==> config.mk <==
export PLATFORM = sky130hd
export DESIGN_NAME = sram32_ctrl
export DESIGN_NICKNAME = d
export VERILOG_FILES = /design/src/rtl/sram32_pkg.sv /design/src/rtl/sram32_ctrl.sv
export SDC_FILE = /design/constraint.sdc
export NUM_CORES = 1
export LEC_CHECK = 0
export ABC_AREA = 1
export ABC_CLOCK_PERIOD_IN_PS = 2950
export BUFFER_PORTS_ARGS = -buffer_cell sky130_fd_sc_hd__buf_2
export CAP_MARGIN = 10
export CORE_MARGIN = 2
export CORE_UTILIZATION = 35
export DETAILED_ROUTE_END_ITERATION = 10
export SLEW_MARGIN = 20
export SYNTH_ARGS = -nofsm -noshare
export SYNTH_HDL_FRONTEND = slang
export SYNTH_SLANG_ARGS = --single-unit
==> constraint.sdc <==
create_clock -name clk -period 2.95 [get_ports clk]
set_input_delay 0.4425 -clock clk [delete_from_list [all_inputs] [get_ports clk]]
set_output_delay 0.4425 -clock clk [all_outputs]
set_load 0.01 [all_outputs]
==> src/rtl/sram32_pkg.sv <==
// Shared types and sizes for the external 32-bit asynchronous SRAM controller.
package sram32_pkg;

   localparam int SRAM_ADDR_W = 22;
   localparam int SRAM_DATA_W = 32;
   localparam int SRAM_LANES  = SRAM_DATA_W / 8;
   localparam int WAIT_W      = 4;

   typedef enum logic [2:0] {
      ST_IDLE  = 3'd0,
      ST_READ  = 3'd1,
      ST_WRITE = 3'd2,
      ST_WHOLD = 3'd3,
      ST_TURN  = 3'd4
   } state_t;

endpackage

==> src/rtl/sram32_ctrl.sv <==
// Wishbone-classic slave to asynchronous SRAM pin sequencer with programmable
// read/write wait states and a dead cycle between OE# release and data drive.
module sram32_ctrl
   import sram32_pkg::*;
#(
   parameter int ADDR_W     = SRAM_ADDR_W,
   parameter int DATA_W     = SRAM_DATA_W,
   parameter int READ_WAIT  = 2,
   parameter int WRITE_WAIT = 2
) (
   input  logic                clk,
   input  logic                rst,
   input  logic                wb_cyc,
   input  logic                wb_stb,
   input  logic                wb_we,
   input  logic [ADDR_W-1:0]   wb_adr,
   input  logic [DATA_W-1:0]   wb_dat_w,
   input  logic [DATA_W/8-1:0] wb_sel,
   output logic                wb_ack,
   output logic [DATA_W-1:0]   wb_dat_r,
   output logic [ADDR_W-1:0]   sram_adr,
   input  logic [DATA_W-1:0]   sram_d_i,
   output logic [DATA_W-1:0]   sram_d_o,
   output logic                sram_d_oe,
   output logic                sram_ce_n,
   output logic                sram_oe_n,
   output logic                sram_we_n,
   output logic [DATA_W/8-1:0] sram_be_n
);

   localparam int                LANES    = DATA_W / 8;
   localparam logic [WAIT_W-1:0] RD_WAIT  = WAIT_W'(READ_WAIT);
   localparam logic [WAIT_W-1:0] WR_WAIT  = WAIT_W'(WRITE_WAIT);
   localparam logic [WAIT_W-1:0] CNT_ZERO = {WAIT_W{1'b0}};
   localparam logic [WAIT_W-1:0] CNT_ONE  = {{(WAIT_W-1){1'b0}}, 1'b1};
   localparam logic [LANES-1:0]  BE_IDLE  = {LANES{1'b1}};

   state_t              r_state,  w_state_nxt;
   logic [WAIT_W-1:0]   r_cnt,    w_cnt_nxt;
   logic                r_ack,    w_ack_nxt;
   logic [DATA_W-1:0]   r_dat_r,  w_dat_r_nxt;
   logic [ADDR_W-1:0]   r_adr,    w_adr_nxt;
   logic [DATA_W-1:0]   r_d_o,    w_d_o_nxt;
   logic                r_d_oe,   w_d_oe_nxt;
   logic                r_ce_n,   w_ce_n_nxt;
   logic                r_oe_n,   w_oe_n_nxt;
   logic                r_we_n,   w_we_n_nxt;
   logic [LANES-1:0]    r_be_n,   w_be_n_nxt;

   // Next-state and next-pin computation; every output is re-registered below.
   always_comb begin
      w_state_nxt = r_state;
      w_cnt_nxt   = r_cnt;
      w_ack_nxt   = 1'b0;
      w_dat_r_nxt = r_dat_r;
      w_adr_nxt   = r_adr;
      w_d_o_nxt   = r_d_o;
      w_d_oe_nxt  = r_d_oe;
      w_ce_n_nxt  = r_ce_n;
      w_oe_n_nxt  = r_oe_n;
      w_we_n_nxt  = r_we_n;
      w_be_n_nxt  = r_be_n;
      case (r_state)
         ST_IDLE: begin
            if (wb_cyc && wb_stb) begin
               w_adr_nxt  = wb_adr;
               w_be_n_nxt = ~wb_sel;
               w_d_o_nxt  = wb_dat_w;
               w_ce_n_nxt = 1'b0;
               if (wb_we) begin
                  w_we_n_nxt  = 1'b0;
                  w_d_oe_nxt  = 1'b1;
                  w_cnt_nxt   = WR_WAIT;
                  w_state_nxt = ST_WRITE;
               end else begin
                  w_oe_n_nxt  = 1'b0;
                  w_cnt_nxt   = RD_WAIT;
                  w_state_nxt = ST_READ;
               end
            end else begin
               w_state_nxt = ST_IDLE;
            end
         end
         ST_READ: begin
            if (r_cnt == CNT_ZERO) begin
               // Pins are still driven by the SRAM here; OE# rises with this edge.
               w_dat_r_nxt = sram_d_i;
               w_ack_nxt   = wb_cyc;
               w_oe_n_nxt  = 1'b1;
               w_ce_n_nxt  = 1'b1;
               w_be_n_nxt  = BE_IDLE;
               w_state_nxt = ST_TURN;
            end else begin
               w_cnt_nxt = r_cnt - CNT_ONE;
            end
         end
         ST_WRITE: begin
            if (r_cnt == CNT_ZERO) begin
               w_we_n_nxt  = 1'b1;
               w_ack_nxt   = wb_cyc;
               w_state_nxt = ST_WHOLD;
            end else begin
               w_cnt_nxt = r_cnt - CNT_ONE;
            end
         end
         ST_WHOLD: begin
            w_d_oe_nxt  = 1'b0;
            w_ce_n_nxt  = 1'b1;
            w_be_n_nxt  = BE_IDLE;
            w_state_nxt = ST_IDLE;
         end
         ST_TURN: begin
            w_state_nxt = ST_IDLE;
         end
         default: begin
            w_cnt_nxt   = CNT_ZERO;
            w_d_oe_nxt  = 1'b0;
            w_ce_n_nxt  = 1'b1;
            w_oe_n_nxt  = 1'b1;
            w_we_n_nxt  = 1'b1;
            w_be_n_nxt  = BE_IDLE;
            w_state_nxt = ST_IDLE;
         end
      endcase
   end

   // State and output registers with synchronous reset.
   always_ff @(posedge clk) begin
      if (rst) begin
         r_state <= ST_IDLE;
         r_cnt   <= CNT_ZERO;
         r_ack   <= 1'b0;
         r_dat_r <= {DATA_W{1'b0}};
         r_adr   <= {ADDR_W{1'b0}};
         r_d_o   <= {DATA_W{1'b0}};
         r_d_oe  <= 1'b0;
         r_ce_n  <= 1'b1;
         r_oe_n  <= 1'b1;
         r_we_n  <= 1'b1;
         r_be_n  <= BE_IDLE;
      end else begin
         r_state <= w_state_nxt;
         r_cnt   <= w_cnt_nxt;
         r_ack   <= w_ack_nxt;
         r_dat_r <= w_dat_r_nxt;
         r_adr   <= w_adr_nxt;
         r_d_o   <= w_d_o_nxt;
         r_d_oe  <= w_d_oe_nxt;
         r_ce_n  <= w_ce_n_nxt;
         r_oe_n  <= w_oe_n_nxt;
         r_we_n  <= w_we_n_nxt;
         r_be_n  <= w_be_n_nxt;
      end
   end

   assign wb_ack    = r_ack;
   assign wb_dat_r  = r_dat_r;
   assign sram_adr  = r_adr;
   assign sram_d_o  = r_d_o;
   assign sram_d_oe = r_d_oe;
   assign sram_ce_n = r_ce_n;
   assign sram_oe_n = r_oe_n;
   assign sram_we_n = r_we_n;
   assign sram_be_n = r_be_n;

endmodule

==> flow_metrics.py, run 1 <==
metrics = {
    "worst_setup_path": {
        "slowest_stage": "dfxtp_1",
        "cpPeakStageDelay_ns": 0.31,
        "worstSetupPathType": "reg -> reg",
        "path_delay_family": "buffers and inverters",
        "timing.critical_path.buf_inv": 3,
        "worstPathRequired_ns": 3.19,
        "cp_data_arrival_time_ns": 2.09,
        "cp_max_fo": 33,
        "startpoint": "r_cnt[0]",
        "cp_common_cell": "nor2_1",
        "startpoint_type": "flip-flop",
        "r2r_start": "r_cnt[0]",
        "end_kind": "flip-flop",
        "crit_path_cell_trace": "inv_1 > ha_1 > nand3_1 > nor2_4 > buf_4 > inv_2 > nor2_1 > nor2_1",
    },
    "final_layout": {
        "fillers": 1100,
        "syn_to_final_growth_pct": 32.3,
        "design_area_mm2": 0.00523,
        "antenna_cells": 0,
        "nets": 782,
        "seq_area_mm2": 0.00204,
        "multiInputGateArea_mm2": 0.00162,
        "drive_gt1_frac": 0.325,
    },
    "synthesis": {
        "synth_top_family_by_area": "simple AND/OR/NAND/NOR gates",
        "synth_area_per_cell_um2": 7.71,
        "synth-simple-area-share": 0.287,
        "yosys_warnings": 0,
        "netlist_instances": 513,
        "synth_compound_area_frac": 0.116,
        "synthAdderAreaFrac": 0.00633,
        "syn_nets": 610,
        "synthMuxAreaShare": 0,
        "synth_cell_types": 22,
        "yosys_register_bits": 102,
        "synth_area_mm2": 0.00395,
        "ys_seq_area_frac": 0.516,
        "yosys.area_share.xor_xnor": 0,
    },
    "sta": {
        "fmax_mhz": 541,
        "post-route-min-period_ns": 1.85,
        "period_share": 0.626,
        "rsz0062_at_grt": "false",
        "hold_ws_ns": 0.319,
        "slew_headroom": 0.333,
        "worstMarginPinSlew_ns": 0.997,
        "hold_viol_final": 0,
        "setup_ws_ns": 1.10,
        "setup_tns_ns": 0,
        "slew_violations": 0,
        "finalSetupViolations": 0,
        "skew_ns": 0.00491,
    },
    "cts": {
        "cts_htree_levels": 3,
        "cts.root.buffer_cell": "clkbuf_16",
        "ctsResizeCount": 0,
        "holdBufCountCts": 0,
        "cts_inserted_buffers": 9,
        "clk_pin_slew_worst_paths_ns": 0.06,
        "cts_tree": "built",
        "cts_setup_buffers": 0,
        "clk_latency_ns": 0.34,
        "clockBufferDepth": 2,
        "clkSinkCount": 102,
    },
    "global_routing": {
        "grt_pass1_wl_um": 16000,
        "grt_max_degree": 59,
        "grt_usage": 0.170,
        "antenna_found_initial": 0,
        "first_global_vias": 3586,
        "grt_overflow_total": 0,
    },
    "drt": {
        "drcViolationCount": 0,
        "viasPerCell": 4.77,
        "post_drt_wl_per_cell_um": 12.8,
        "drt-initial-drc-count": 247,
        "drtAntennaViolNets": 0,
        "dr_total_vias": 3955,
        "drt_first_pass_iters": 4,
        "routed_wl_um": 10700,
    },
    "status": {
        "status": "completed",
    },
    "floorplan": {
        "coreArea_mm2": 0.0109,
        "die_h_um": 110,
        "initial_core_util": 0.362,
        "io_pins": 190,
        "die_x_um": 110,
        "row_count": 38,
        "die-area_mm2": 0.0122,
    },
    "run": {
        "drv_cap": 0,
    },
    "pwr": {
        "power_density_mw_per_mm2": 669,
        "p_leak_nw": 2.59,
        "total_power_w": 0.00350,
        "pwr-share-clk": 0.370,
        "p_int_w": 0.00253,
        "seqPwrFrac": 0.444,
        "swShare": 0.278,
        "comb_power_share": 0.186,
        "ir_drop_mv": 0.316,
        "p_sw_w": 0.000974,
    },
    "placed_design": {
        "dpl_worst_slack_ns": 0.934,
        "hpwlAfterDp_um": 7400,
        "io_buffers": 189,
        "post_dp_cell_area_mm2": 0.00490,
        "gp_congestion": 0.747,
    },
    "min_path": {
        "hp-start": "sram_d_i[8]",
        "hold_class": "in -> reg",
    },
}
## power groups by stage
stage          Combinational [W]  Sequential (W)  Clock (W)
3_3_place_gp            0.000649         0.00158          0
3_5_place_dp            0.000661         0.00158          0
4_1_cts                 0.000663         0.00156    0.00133
2_1_floorplan           0.000387         0.00163          0
6_report                0.000652         0.00155    0.00129
5_1_grt                 0.000740         0.00157    0.00138
## cells by family (layout without fill, tap and decap cells)
group           after synthesis  after routing
compound gates               92             92
fa+ha+maj                     2              2
buf+inv                      52            229
flops                       102            102
simple gates                265            265
## layout make-up
class / count / share of cell area
sequential: 102 / 0.390
multi-input combinational: 359 / 0.310
timing repair buffer: 194 / 0.188
clock buffer: 11 / 0.0483
tap: 140 / 0.0335
clock inverter: 5 / 0.0156
inverter: 19 / 0.0141
## worst register-to-register path: stages, from the launching register on
cell	delay [ns]
dfxtp_1	0.31
inv_1	0.13
ha_1	0.16
nand3_1	0.18
nor2_4	0.12
buf_4	0.29
inv_2	0.29
nor2_1	0.19
nor2_1	0.06
## layout by cell type, fill, tap and decap left out, drive strengths merged
| cell | instances |
|---|---|
| nor3 | 1 |
| nand2 | 102 |
| dfxtp | 102 |
| a21oi | 58 |
| ha | 2 |
| clkinvlp | 1 |
| clkbuf | 11 |
| nand4 | 1 |
| bufinv | 2 |
| clkinv | 3 |
| o21ai | 34 |
| nor2 | 89 |
| buf | 194 |
| nand3 | 72 |
| inv | 18 |
## synth_stat cells (all sizes together)
master  count  area share
nand3      72       0.092
a21oi      58       0.073
inv        18       0.018
nand4       1      0.0016
nand2     102        0.10
clkinv      1     0.00095
nor3        1      0.0013
buf        23       0.045
dfxtp     102        0.52
o21ai      34       0.043
nor2       89       0.090
ha          2      0.0063
clkbuf     10      0.0095
## routing by layer
layer | track usage | up-vias | wire length, um | share of wire
li1 | - | 2020 | - | -
met1 | 0.189 | 1759 | 4550 | 0.43
met2 | 0.278 | 158 | 4610 | 0.43
met3 | 0.0705 | 18 | 1260 | 0.12
met4 | 0.0857 | 0 | 238 | 0.022
met5 | 0 | - | 0 | 0
## state kept, by name, summed over array words and instances (netlist names)
name,flops
sram_be_n,4
r_state,3
sram_d_o,32
sram_ce_n,1
wb_dat_r,32
sram_we_n,1
sram_d_oe,1
wb_ack,1
r_cnt,4
sram_adr,22
sram_oe_n,1
## worst paths after layout
kind,cells after the start,end,slack [ns]
max reg2reg,8,wb_dat_r[9],1.10
max,8,wb_dat_r[9],1.10
min,3,wb_dat_r[8],0.32
min reg2reg,2,sram_adr[3],0.46
## metrics by stage
| step | utilization | std cells |
|---|---|---|
| 2_1_floorplan | - | 513 |
| 3_3_place_gp | 0.448 | 814 |
| 3_5_place_dp | 0.448 | 814 |
| 4_1_cts | 0.478 | 830 |
| 5_1_grt | 0.478 | 830 |
| 6_report | 0.478 | 830 |
Note: power is estimated with default switching activity, not from simulation.
==> run 2: changes to the inputs <==
- ABC_AREA: 1 -> 0
- ABC_CLOCK_PERIOD_IN_PS: 2950 -> 1800
- clock period: 2.95 -> 1.8 ns (I/O delays scaled with it)
==> run 2 against run 1 <==
Synthesized cell count down 5.5%. Core utilization increased by 1.6 points. Die area decreased by 2.1%. Total power up 52%. Wire length is 1.6% higher. Worst hold slack worse by 0.18 ns. Combinational power up 58%. Critical endpoint is now wb_dat_r[16]. Largest power group unchanged.
==> flow_metrics.py, run 2 <==
metrics = {
    "synthesis": {
        "yosys_register_bits": 102,
        "syn_nets": 582,
        "synth_flop_cell": "dfxtp_1",
        "synth_top_area_share": 0.528,
        "synth_common_cells": "187 x nand2_1, 102 x dfxtp_1, 93 x a21oi_1",
        "netlist_instances": 485,
        "synth_edf_count": 0,
        "synthAdderAreaFrac": 0.00647,
        "synth_compound_area_frac": 0.170,
        "ys_seq_area_frac": 0.528,
        "synthMostInstantiatedCell": "nand2_1",
        "synth.area.top_cells": "dfxtp_1 53%, nand2_1 18%, a21oi_1 12%, clkbuf_1 2.1%, buf_6 1.5%",
        "synth_area_per_cell_um2": 7.97,
        "postSynth.asyncResetShare": 0,
        "synth_top_area_cell": "dfxtp_1",
        "synth_top_family_by_area": "simple AND/OR/NAND/NOR gates",
        "yosys_warnings": 0,
        "synth-simple-area-share": 0.238,
        "yosys.area_share.xor_xnor": 0,
        "synthMuxAreaShare": 0.00259,
        "synth_cell_types": 40,
        "synth_area_mm2": 0.00387,
    },
    "placed_design": {
        "post_dp_cell_area_mm2": 0.00497,
        "hpwlAfterDp_um": 7470,
        "gp_congestion": 0.838,
        "io_buffers": 189,
    },
    "sta": {
        "post-route-min-period_ns": 1.77,
        "slew_violations": 0,
        "hold_viol_final": 0,
        "period_share": 0.985,
        "setup_tns_ns": 0,
        "finalSetupViolations": 0,
        "worstMarginPinSlew_ns": 0.471,
        "fmax_mhz": 564,
        "slew_headroom": 0.686,
        "skew_ns": 0.00651,
    },
    "worst_setup_path": {
        "worstSetupPathType": "reg -> reg",
        "cp_max_fo": 8,
        "startpoint": "r_cnt[0]",
        "r2r_start": "r_cnt[0]",
        "rr_endpoint": "wb_dat_r[16]",
        "reg2reg_setup_slack_ns": 0.03,
        "end_kind": "flip-flop",
        "worstPathRequired_ns": 2.09,
        "cp_data_arrival_time_ns": 2.06,
        "endpoint": "wb_dat_r[16]",
        "r2r_cells": 8,
        "startpoint_type": "flip-flop",
    },
    "pwr": {
        "power_density_mw_per_mm2": 997,
        "p_leak_nw": 2.39,
        "pwr-share-clk": 0.336,
        "p_int_w": 0.00390,
        "comb_power_share": 0.194,
        "seqPwrFrac": 0.470,
        "ir_drop_mv": 0.469,
        "total_power_w": 0.00532,
        "p_sw_w": 0.00141,
        "swShare": 0.266,
    },
    "global_routing": {
        "grt_usage": 0.170,
        "first_global_vias": 3571,
        "grt_max_degree": 50,
        "grt_overflow_total": 0,
        "antenna_found_initial": 0,
        "grt_pass1_wl_um": 16000,
    },
    "drt": {
        "drt_first_pass_iters": 4,
        "viasPerCell": 4.81,
        "dr_total_vias": 3912,
        "post_drt_wl_per_cell_um": 13.3,
        "routed_wl_um": 10800,
        "drt-initial-drc-count": 265,
        "drtAntennaViolNets": 0,
        "drcViolationCount": 0,
    },
    "status": {
        "status": "completed",
    },
    "final_layout": {
        "nets": 766,
        "design_area_mm2": 0.00533,
        "drive_gt1_frac": 0.357,
        "final_cell_mix": "189 x buf_2, 185 x nand2_1, 100 x dfxtp_1",
        "final_common_cell": "buf_2",
        "antenna_cells": 0,
        "syn_to_final_growth_pct": 37.9,
    },
    "floorplan": {
        "initial_core_util": 0.358,
        "die_h_um": 109,
        "coreArea_mm2": 0.0108,
        "die-area_mm2": 0.0119,
        "row_count": 38,
        "die_x_um": 109,
        "io_pins": 190,
    },
    "cts": {
        "holdBufCountCts": 0,
        "cts_tree": "built",
        "cts.root.buffer_cell": "clkbuf_8",
        "clockBufferDepth": 2,
        "cts_htree_levels": 3,
        "clk_pin_slew_worst_paths_ns": 0.09,
        "cts_inserted_buffers": 9,
        "clkSinkCount": 102,
        "clk_latency_ns": 0.36,
    },
    "run": {
        "drv_cap": 0,
    },
    "min_path": {
        "hold_class": "in -> reg",
    },
}
## run 2: cell families after synthesis
kind of cell | after synthesis
and+or+nand+nor | 221
muxes | 1
adders and majority gates | 2
buffers and inverters | 39
DFF | 102
AOI/OAI and AO/OA | 120
## run 2: how the worst min path moves through the flow
stage | startpoint | end | slack, ns | cells past startpoint
after floorplan | rst | r_state[0] | 0.36 | 1
after detailed placement | sram_d_o[24] | sram_d_o[24] | 0.45 | 2
after CTS | sram_d_i[2] | wb_dat_r[2] | 0.12 | 3
after global routing | wb_dat_w[11] | sram_d_o[11] | 0.11 | 3
final | wb_dat_w[11] | sram_d_o[11] | 0.14 | 3
after global placement | sram_d_o[30] | sram_d_o[30] | 0.44 | 2
## run 2: worst max-delay path, cell delays in order (launching register included)
cell,delay (ns)
dfxtp_2,0.35
inv_2,0.08
ha_4,0.13
or3b_4,0.43
nor3_4,0.24
buf_6,0.15
buf_6,0.14
nand2_1,0.06
a21oi_1,0.12
## run 2: cell type report
cell class,instances,area [um^2]
fill,1059,5460
sequential,102,2040
multi-input combinational,344,1650
timing repair buffer,209,1200
tap,140,175
clock buffer,12,165
clock inverter,3,90.1
inverter,3,11.3
## run 2: per-layer routing
layer / vias up / track usage / part of all wire
met5: - / 0 / 0
met4: 0 / 0.0604 / 0.012
li1: 1961 / - / -
met2: 174 / 0.291 / 0.47
met1: 1766 / 0.198 / 0.42
met3: 11 / 0.0550 / 0.098
## run 2: timing repair
| item | CTS | global route |
|---|---|---|
| buffers inserted | 0 | 2 |
| resized for setup | 0 | 11 |
| endpoints found under the setup margin | 0 | 33 |
## run 2: power groups by stage
stage / combinational, W / sequential [W] / clock [W]
floorplan: 0.000507 / 0.00260 / 0
CTS: 0.000964 / 0.00250 / 0.00184
detailed placement: 0.000962 / 0.00255 / 0
global route: 0.00115 / 0.00252 / 0.00193
global placement: 0.000946 / 0.00254 / 0
finish: 0.00103 / 0.00250 / 0.00179
## run 2: per-stage QoR
stage | setup WS [ns] | util | std cells | hold WS [ns]
after global placement | 0.101 | 0.460 | 793 | 0.438
after detailed placement | 0.0296 | 0.460 | 793 | 0.445
after floorplan | 0.164 | - | 485 | 0.360
after CTS | 0.0124 | 0.484 | 808 | 0.115
after global routing | -0.0592 | 0.494 | 813 | 0.114
final | 0.0279 | 0.494 | 813 | 0.136
